--- config.mk ---
export PLATFORM = sky130hd
export DESIGN_NAME = sfx_scheduler_flat
export DESIGN_NICKNAME = d
export VERILOG_FILES = /design/src/rtl/sfx_scheduler_if.sv /design/src/rtl/sfx_scheduler.sv /design/src/flat_wrapper.sv
export SDC_FILE = /design/constraint.sdc
export NUM_CORES = 1
export LEC_CHECK = 0
export CORE_MARGIN = 1.5
export CORE_UTILIZATION = 63
export CTS_BUF_LIST = sky130_fd_sc_hd__clkbuf_4
export CTS_CLUSTER_DIAMETER = 200
export DETAILED_ROUTE_END_ITERATION = 16
export GPL_ROUTABILITY_DRIVEN = 0
export PLACE_DENSITY_LB_ADDON = 0.08
export SETUP_SLACK_MARGIN = 0.5
export SLEW_MARGIN = 15
export SYNTH_ARGS = -nofsm -noshare
export SYNTH_HDL_FRONTEND = slang
export SYNTH_SLANG_ARGS = --single-unit
--- constraint.sdc ---
create_clock -name MCLK -period 7.55 [get_ports MCLK]
set_clock_uncertainty 0.1 [all_clocks]
set_input_delay 0.755 -clock MCLK [delete_from_list [all_inputs] [get_ports MCLK]]
set_output_delay 0.755 -clock MCLK [all_outputs]
set_load 0.02 [all_outputs]
--- src/rtl/sfx_scheduler_if.sv ---
// Game-event and I2S-player signals seen by the sound-effect scheduler.
// The scheduler uses the slave view; the game/player side uses master.
interface sfx_scheduler_if #(
  parameter int SEL_W = 4
);
  logic             ev_player_hit;
  logic             ev_fire;
  logic             ev_alien_hit;
  logic             ufo_active;
  logic             ufo_hit;
  logic             march_enable;
  logic             theme_ended;
  logic [SEL_W-1:0] select;
  logic             new_trackN;
  logic             busy;
  logic [2:0]       pending;

  modport master (
    output ev_player_hit, ev_fire, ev_alien_hit, ufo_active, ufo_hit,
           march_enable, theme_ended,
    input  select, new_trackN, busy, pending
  );

  modport slave (
    input  ev_player_hit, ev_fire, ev_alien_hit, ufo_active, ufo_hit,
           march_enable, theme_ended,
    output select, new_trackN, busy, pending
  );
endinterface

--- src/rtl/sfx_scheduler.sv ---
// Queues game sound events, picks a track by fixed priority and drives the
// I2S player's select / start strobe, with a silence gap between tracks.
//
// state | meaning
// IDLE  | silence, waiting for a request
// START | one-cycle start strobe with the chosen track id
// PLAY  | track running, watching for preemption or end of track
// GAP   | silence between consecutive tracks
module sfx_scheduler #(
  parameter int SEL_W        = 4,
  parameter int GAP_CYCLES   = 64,
  parameter int GUARD_CYCLES = 4,
  parameter int MIN_HOLD     = 1024
) (
  input  logic          MCLK,
  input  logic          reset,
  sfx_scheduler_if.slave bus
);

  typedef enum logic [1:0] {S_IDLE, S_START, S_PLAY, S_GAP} state_t;

  localparam logic [2:0] ID_MARCH   = 3'd0;
  localparam logic [2:0] ID_EXPLODE = 3'd1;
  localparam logic [2:0] ID_FIRE    = 3'd2;
  localparam logic [2:0] ID_INVADER = 3'd3;
  localparam logic [2:0] ID_UFO     = 3'd4;
  localparam logic [2:0] ID_SILENCE = 3'd5;

  localparam int GUARD_W = $clog2(GUARD_CYCLES + 2);
  localparam int HOLD_W  = $clog2(MIN_HOLD + 2);
  localparam int GAP_W   = $clog2(GAP_CYCLES + 1);

  state_t             state_q, state_d;
  logic [2:0]         id_q, id_d;
  logic [2:0]         pending_q;
  logic [SEL_W-1:0]   select_q;
  logic               new_track_n_q;
  logic               busy_q;
  logic [GUARD_W-1:0] guard_q;
  logic [HOLD_W-1:0]  hold_q;
  logic [GAP_W-1:0]   gap_q;

  logic [2:0] ev_vec;
  logic [2:0] grant_clr;
  logic [2:0] pend_mask;
  logic [2:0] pend_id;
  logic       pend_any;
  logic       hold_done;
  logic       one_shot;

  assign ev_vec = {bus.ev_alien_hit, bus.ev_fire, bus.ev_player_hit};

  always_comb begin
    pend_any  = |pending_q;
    pend_id   = ID_INVADER;
    pend_mask = 3'b100;
    if (pending_q[0]) begin
      pend_id   = ID_EXPLODE;
      pend_mask = 3'b001;
    end else if (pending_q[1]) begin
      pend_id   = ID_FIRE;
      pend_mask = 3'b010;
    end
    hold_done = (hold_q >= HOLD_W'(MIN_HOLD));
    one_shot  = (id_q == ID_EXPLODE) || (id_q == ID_FIRE) || (id_q == ID_INVADER);

    state_d   = state_q;
    id_d      = id_q;
    grant_clr = 3'b000;
    case (state_q)
      S_IDLE: begin
        if (pend_any) begin
          state_d   = S_START;
          id_d      = pend_id;
          grant_clr = pend_mask;
        end else if (bus.ufo_active) begin
          state_d = S_START;
          id_d    = ID_UFO;
        end else if (bus.march_enable) begin
          state_d = S_START;
          id_d    = ID_MARCH;
        end
      end
      S_START: state_d = S_PLAY;
      S_PLAY: begin
        // Ids 1..3 equal their priority rank, so "higher priority" is "smaller id".
        if (pending_q[0] && (id_q != ID_EXPLODE)) begin
          state_d   = S_START;
          id_d      = ID_EXPLODE;
          grant_clr = 3'b001;
        end else if (((id_q == ID_FIRE) || (id_q == ID_INVADER)) && pend_any &&
                     (pend_id < id_q) && hold_done) begin
          state_d   = S_START;
          id_d      = pend_id;
          grant_clr = pend_mask;
        end else if ((id_q == ID_UFO) && (bus.ufo_hit || !bus.ufo_active)) begin
          if (pend_any) begin
            state_d   = S_START;
            id_d      = pend_id;
            grant_clr = pend_mask;
          end else begin
            state_d = S_GAP;
          end
        end else if ((id_q == ID_MARCH) && (!bus.march_enable || pend_any)) begin
          state_d = S_GAP;
        end else if (one_shot && (guard_q == '0) && bus.theme_ended) begin
          state_d = S_GAP;
        end
      end
      S_GAP: begin
        if (gap_q == '0) state_d = S_IDLE;
      end
      default: state_d = S_IDLE;
    endcase
  end

  always_ff @(posedge MCLK or posedge reset) begin
    if (reset) begin
      state_q       <= S_IDLE;
      id_q          <= ID_SILENCE;
      pending_q     <= '0;
      select_q      <= SEL_W'(ID_SILENCE);
      new_track_n_q <= 1'b1;
      busy_q        <= 1'b0;
      guard_q       <= '0;
      hold_q        <= '0;
      gap_q         <= '0;
    end else begin
      state_q       <= state_d;
      id_q          <= id_d;
      // A grant and a new pulse in the same cycle leave the request queued.
      pending_q     <= (pending_q & ~grant_clr) | ev_vec;
      new_track_n_q <= (state_d != S_START);
      busy_q        <= (state_d == S_START) || (state_d == S_PLAY);
      select_q      <= ((state_d == S_START) || (state_d == S_PLAY)) ?
                       SEL_W'(id_d) : SEL_W'(ID_SILENCE);

      if (state_d == S_START) begin
        guard_q <= GUARD_W'(GUARD_CYCLES);
        hold_q  <= '0;
      end else if (state_q == S_PLAY) begin
        if (guard_q != '0) guard_q <= guard_q - 1'b1;
        if (hold_q != '1)  hold_q  <= hold_q + 1'b1;
      end

      if ((state_q != S_GAP) && (state_d == S_GAP)) begin
        gap_q <= GAP_W'(GAP_CYCLES - 1);
      end else if ((state_q == S_GAP) && (gap_q != '0)) begin
        gap_q <= gap_q - 1'b1;
      end
    end
  end

  assign bus.select     = select_q;
  assign bus.new_trackN = new_track_n_q;
  assign bus.busy       = busy_q;
  assign bus.pending    = pending_q;

endmodule
--- src/flat_wrapper.sv ---
// flat-port wrapper written by rule: the top's interface ports become plain ports
module sfx_scheduler_flat 
#(
  parameter int SEL_W        = 4,
  parameter int GAP_CYCLES   = 64,
  parameter int GUARD_CYCLES = 4,
  parameter int MIN_HOLD     = 1024
)
  (MCLK, reset, bus_ev_player_hit, bus_ev_fire, bus_ev_alien_hit, bus_ufo_active, bus_ufo_hit, bus_march_enable, bus_theme_ended, bus_select, bus_new_trackN, bus_busy, bus_pending);
  sfx_scheduler_if #(.SEL_W(SEL_W)) bus_i ();
  input  logic MCLK;
  input  logic reset;
  input wire logic [$bits(bus_i.ev_player_hit)-1:0] bus_ev_player_hit;
  input wire logic [$bits(bus_i.ev_fire)-1:0] bus_ev_fire;
  input wire logic [$bits(bus_i.ev_alien_hit)-1:0] bus_ev_alien_hit;
  input wire logic [$bits(bus_i.ufo_active)-1:0] bus_ufo_active;
  input wire logic [$bits(bus_i.ufo_hit)-1:0] bus_ufo_hit;
  input wire logic [$bits(bus_i.march_enable)-1:0] bus_march_enable;
  input wire logic [$bits(bus_i.theme_ended)-1:0] bus_theme_ended;
  output wire logic [$bits(bus_i.select)-1:0] bus_select;
  output wire logic [$bits(bus_i.new_trackN)-1:0] bus_new_trackN;
  output wire logic [$bits(bus_i.busy)-1:0] bus_busy;
  output wire logic [$bits(bus_i.pending)-1:0] bus_pending;
  assign bus_i.ev_player_hit = bus_ev_player_hit;
  assign bus_i.ev_fire = bus_ev_fire;
  assign bus_i.ev_alien_hit = bus_ev_alien_hit;
  assign bus_i.ufo_active = bus_ufo_active;
  assign bus_i.ufo_hit = bus_ufo_hit;
  assign bus_i.march_enable = bus_march_enable;
  assign bus_i.theme_ended = bus_theme_ended;
  assign bus_select = bus_i.select;
  assign bus_new_trackN = bus_i.new_trackN;
  assign bus_busy = bus_i.busy;
  assign bus_pending = bus_i.pending;
  sfx_scheduler #(.SEL_W(SEL_W), .GAP_CYCLES(GAP_CYCLES), .GUARD_CYCLES(GUARD_CYCLES), .MIN_HOLD(MIN_HOLD)) u_core (.MCLK(MCLK), .reset(reset), .bus(bus_i));
endmodule
==> metrics.md <==
| Metric | Value |
|---|---|
| Status | completed |
| Top cells by area, synth | dfrtp_1, dfstp_2, ha_1 |
| Combinational Power Share | between 40% and 50% |
| Io pins | 18 |
| Sw frac | 39.71% |
| CTS Hold Bufs | 0 |
| Worst Setup End Kind | flop |
| Clock sink count | 34 |
| Min setup slack post-route | 4684 ps |
| Hold violation count in the final report | 0 |
| Switch Pwr | about 300 uW |
| Flop pwr share | 38.7% |
| Clk network pwr share | 17.8% |
| Max_cap viols | 0 |
| Initial antenna violation count | 0 |
| Syn Inst Count | 188 |
| Final ANT Viol Nets | 0 |
| Final worst-path cycle share | 37.96% |
| Fmax | 348.9 MHz |
| Post-synth top area cell | dfrtp_1 |
| Clk root buf | clkbuf_4 |
| Iter 0 DRT Violations | 62 |
| Reg2reg setup slack | 4680 ps |
| Commonest non-fill, non-tap cell in the layout | dfrtp_1 |
| GRT Overall Usage | ~25% |
| Setup TNS | 0 ps |
| Area grow syn2layout | 14.14% |
| Yosys reg bits | 34 |
| Minimum clock period | between 2000 and 3000 ps |
| Synthesized area | 1832 sq um |
| Met1 GRT Util | 31.10% |
| H-tree depth | 2 |
| Die height | roughly 57 um |
| Fillers | 197 |
| Drt first pass iters | 4 |
| Post-CTS setup buffers | 0 |
| Leak | a little under 0.9 nW |
| DR DRC count | 0 |
| EDFF count, synth | 0 |
| Final Net Count | 223 |
| Yosys Warn Count | 0 |
| Dpl hpwl | ~2800 um |
| Final setup vio count | 0 |
| Initial Utilization | 66.42% |
| # resized after CTS | 0 |
| Async SR Flop Fraction | 100.0% |
| Worst-path maximum fanout | 12 |
| Max-slew violations | 0 |
| Critical path arrival | 2970 ps |
| Largest net degree at the start of global routing | 35 |
| Post-Syn Nets | 205 |
| RSZ-0062 raised after global routing | no |
| First-pass GRT wire length | 6334 um |
| Layout cells sized above 1 | 11.11% |
| DP Area | between 2000 and 2500 sq um |
| Met3 GRT Util | ~7.1% |
| Core Area | 2758 sq um |
| CTS clk-pin slew, worst paths | 100 ps |
| Seq/Total Area, Yosys | between 40% and 50% |
| Final core utilization | 75.82% |
| Post-Layout Cell Count | 238 |
| CTS tree | done |
| Pint | 454.1 uW |
| Post-Syn Area per Cell | 9.743 sq um |
| Overflow after GRT | 0 |
| Vias per Instance | 6.143 |
| Critical path launch point type | flop |
| Maximum VDD drop | just under 0.3 mV |
| Clock latency on the worst-skew pair | between 300 and 400 ps |
| Final instance area | approximately 2100 sq um |
| Grt peak-use layer | met2 |
| Die area | 3240 sq um |
| I/O Buffers | 16 |
| Cts bufs inserted | 5 |
| Least-Margin Pin Slew | a little over 600 ps |
| Rows | 19 |
| CTS max path bufs | 2 |
| Routed Wire Length | between 3000 and 4000 um |
| Routed via count | 1462 |
| Most frequent cells in the layout | dfrtp_1, nor2_1, clkdlybuf4s50_1 |
| Top cell type's share of synthesized area | 39.62% |
| Via count of the first global-routing pass | 1478 |
| Cell Pwr Density | 360.2 nW/um^2 |
| Die width | 56.92 um |
| Dpl ws | ~4400 ps |
| Synth Flop Type | dfrtp_1 |
| Slew margin rel. | 58.78% |
| WP data required | 7660 ps |
| Distinct cell type count after synthesis | 51 |
| Routed len/inst | 15.39 um |
| WS Path Type | reg -> reg |
| Met2 Track Usage GR | a little over two fifths |
| N_diodes | 0 |
| Dpl cells | 230 |
| Worst min-delay path category | reg -> reg |
## through the flow
| step | hold slack (ps) | power [mW] |
|---|---|---|
| global route | 457.4 | 0.8054 |
| detailed placement | 414.4 | 0.6214 |
| CTS | 428.3 | 0.7566 |
| floorplan | 364.4 | 0.5261 |
| global placement | 395.9 | 0.6007 |
| finish | 431.3 | 0.7532 |
## area by class of cell
type / count / area, sq um / area share [%]
multi-input combinational: 134 / 892.1 / 42.67
inverter: 14 / 52.55 / 2.513
tap: 31 / 38.79 / 1.855
clock inverter: 1 / 30.03 / 1.436
clock buffer: 7 / 52.55 / 2.513
timing repair buffer: 17 / 167.7 / 8.019
sequential: 34 / 857.1 / 40.99
## cells in the mapped netlist, drive strengths merged (2+ instances only)
cell	instances
nand2b	4
a21o	2
a211oi	3
o21ai	4
inv	14
and2	2
dfstp	5
nor3	6
dfrtp	29
nand2	14
nor2	20
nand3	9
buf	4
a31oi	8
xnor2	3
clkbuf	2
o21a	2
nand4	6
nor2b	3
a21oi	10
or2	2
ha	8
xor2	8
## sequential cells by signal (all words and copies together), names as in the netlist
signal and count:
u_core.hold_q 11, u_core.gap_q 7, u_core.bus.pending 3, u_core.bus.select 3
u_core.guard_q 3, u_core.id_q 3, u_core.state_q 2, u_core.bus.busy 1
u_core.bus.new_trackN 1
## power by group through the flow
stage | Sequential, mW | Combinational, mW | Clock [mW]
3_5_place_dp | 0.294 | 0.327 | 0
6_report | 0.292 | 0.327 | 0.134
2_1_floorplan | 0.292 | 0.234 | 0
4_1_cts | 0.291 | 0.328 | 0.137
3_3_place_gp | 0.291 | 0.310 | 0
5_1_grt | 0.300 | 0.363 | 0.143
## worst paths after layout
check / from / endpoint / cells after the start
setup / recovery: u_core.bus.pending[0]$_DFF_PP0_ / u_core.hold_q[5]$_DFFE_PP0P_ / 11
hold / removal: u_core.hold_q[4]$_DFFE_PP0P_ / u_core.hold_q[4]$_DFFE_PP0P_ / 1
setup reg to reg: u_core.bus.pending[0]$_DFF_PP0_ / u_core.hold_q[5]$_DFFE_PP0P_ / 11
hold reg to reg: u_core.hold_q[4]$_DFFE_PP0P_ / u_core.hold_q[4]$_DFFE_PP0P_ / 1
max in group asynchronous: reset / u_core.bus.select[0]$_DFF_PP1_ / 3
min in group asynchronous: reset / u_core.hold_q[8]$_DFFE_PP0P_ / 3
## routing by layer
metal | routed length, um | vias up
met3 | 160 | 6
met1 | 1557 | 712
met4 | 42 | 0
li1 | - | 696
met5 | 0 | -
met2 | 1902 | 48
## logic make-up after synthesis
logic type,synth area share (%)
AO/OA/AOI/OAI,15.44
XOR/XNOR,5.260
adder cells (fa/ha/maj),5.465
buffers and inverters,4.508
flip-flops,46.79
other,0.2047
AND/OR/NAND/NOR,22.34
## critical path, cell delays in order (launching register included)
cell	delay, ps
dfrtp_1	500
inv_1	150
ha_1	230
nand4bb_1	210
a21oi_1	180
a31oi_1	70
or2_2	310
a32oi_1	210
ha_1	460
inv_1	150
o21ai_0	120
a31oi_1	60
No activity file was read; power rests on OpenSTA's default activity.
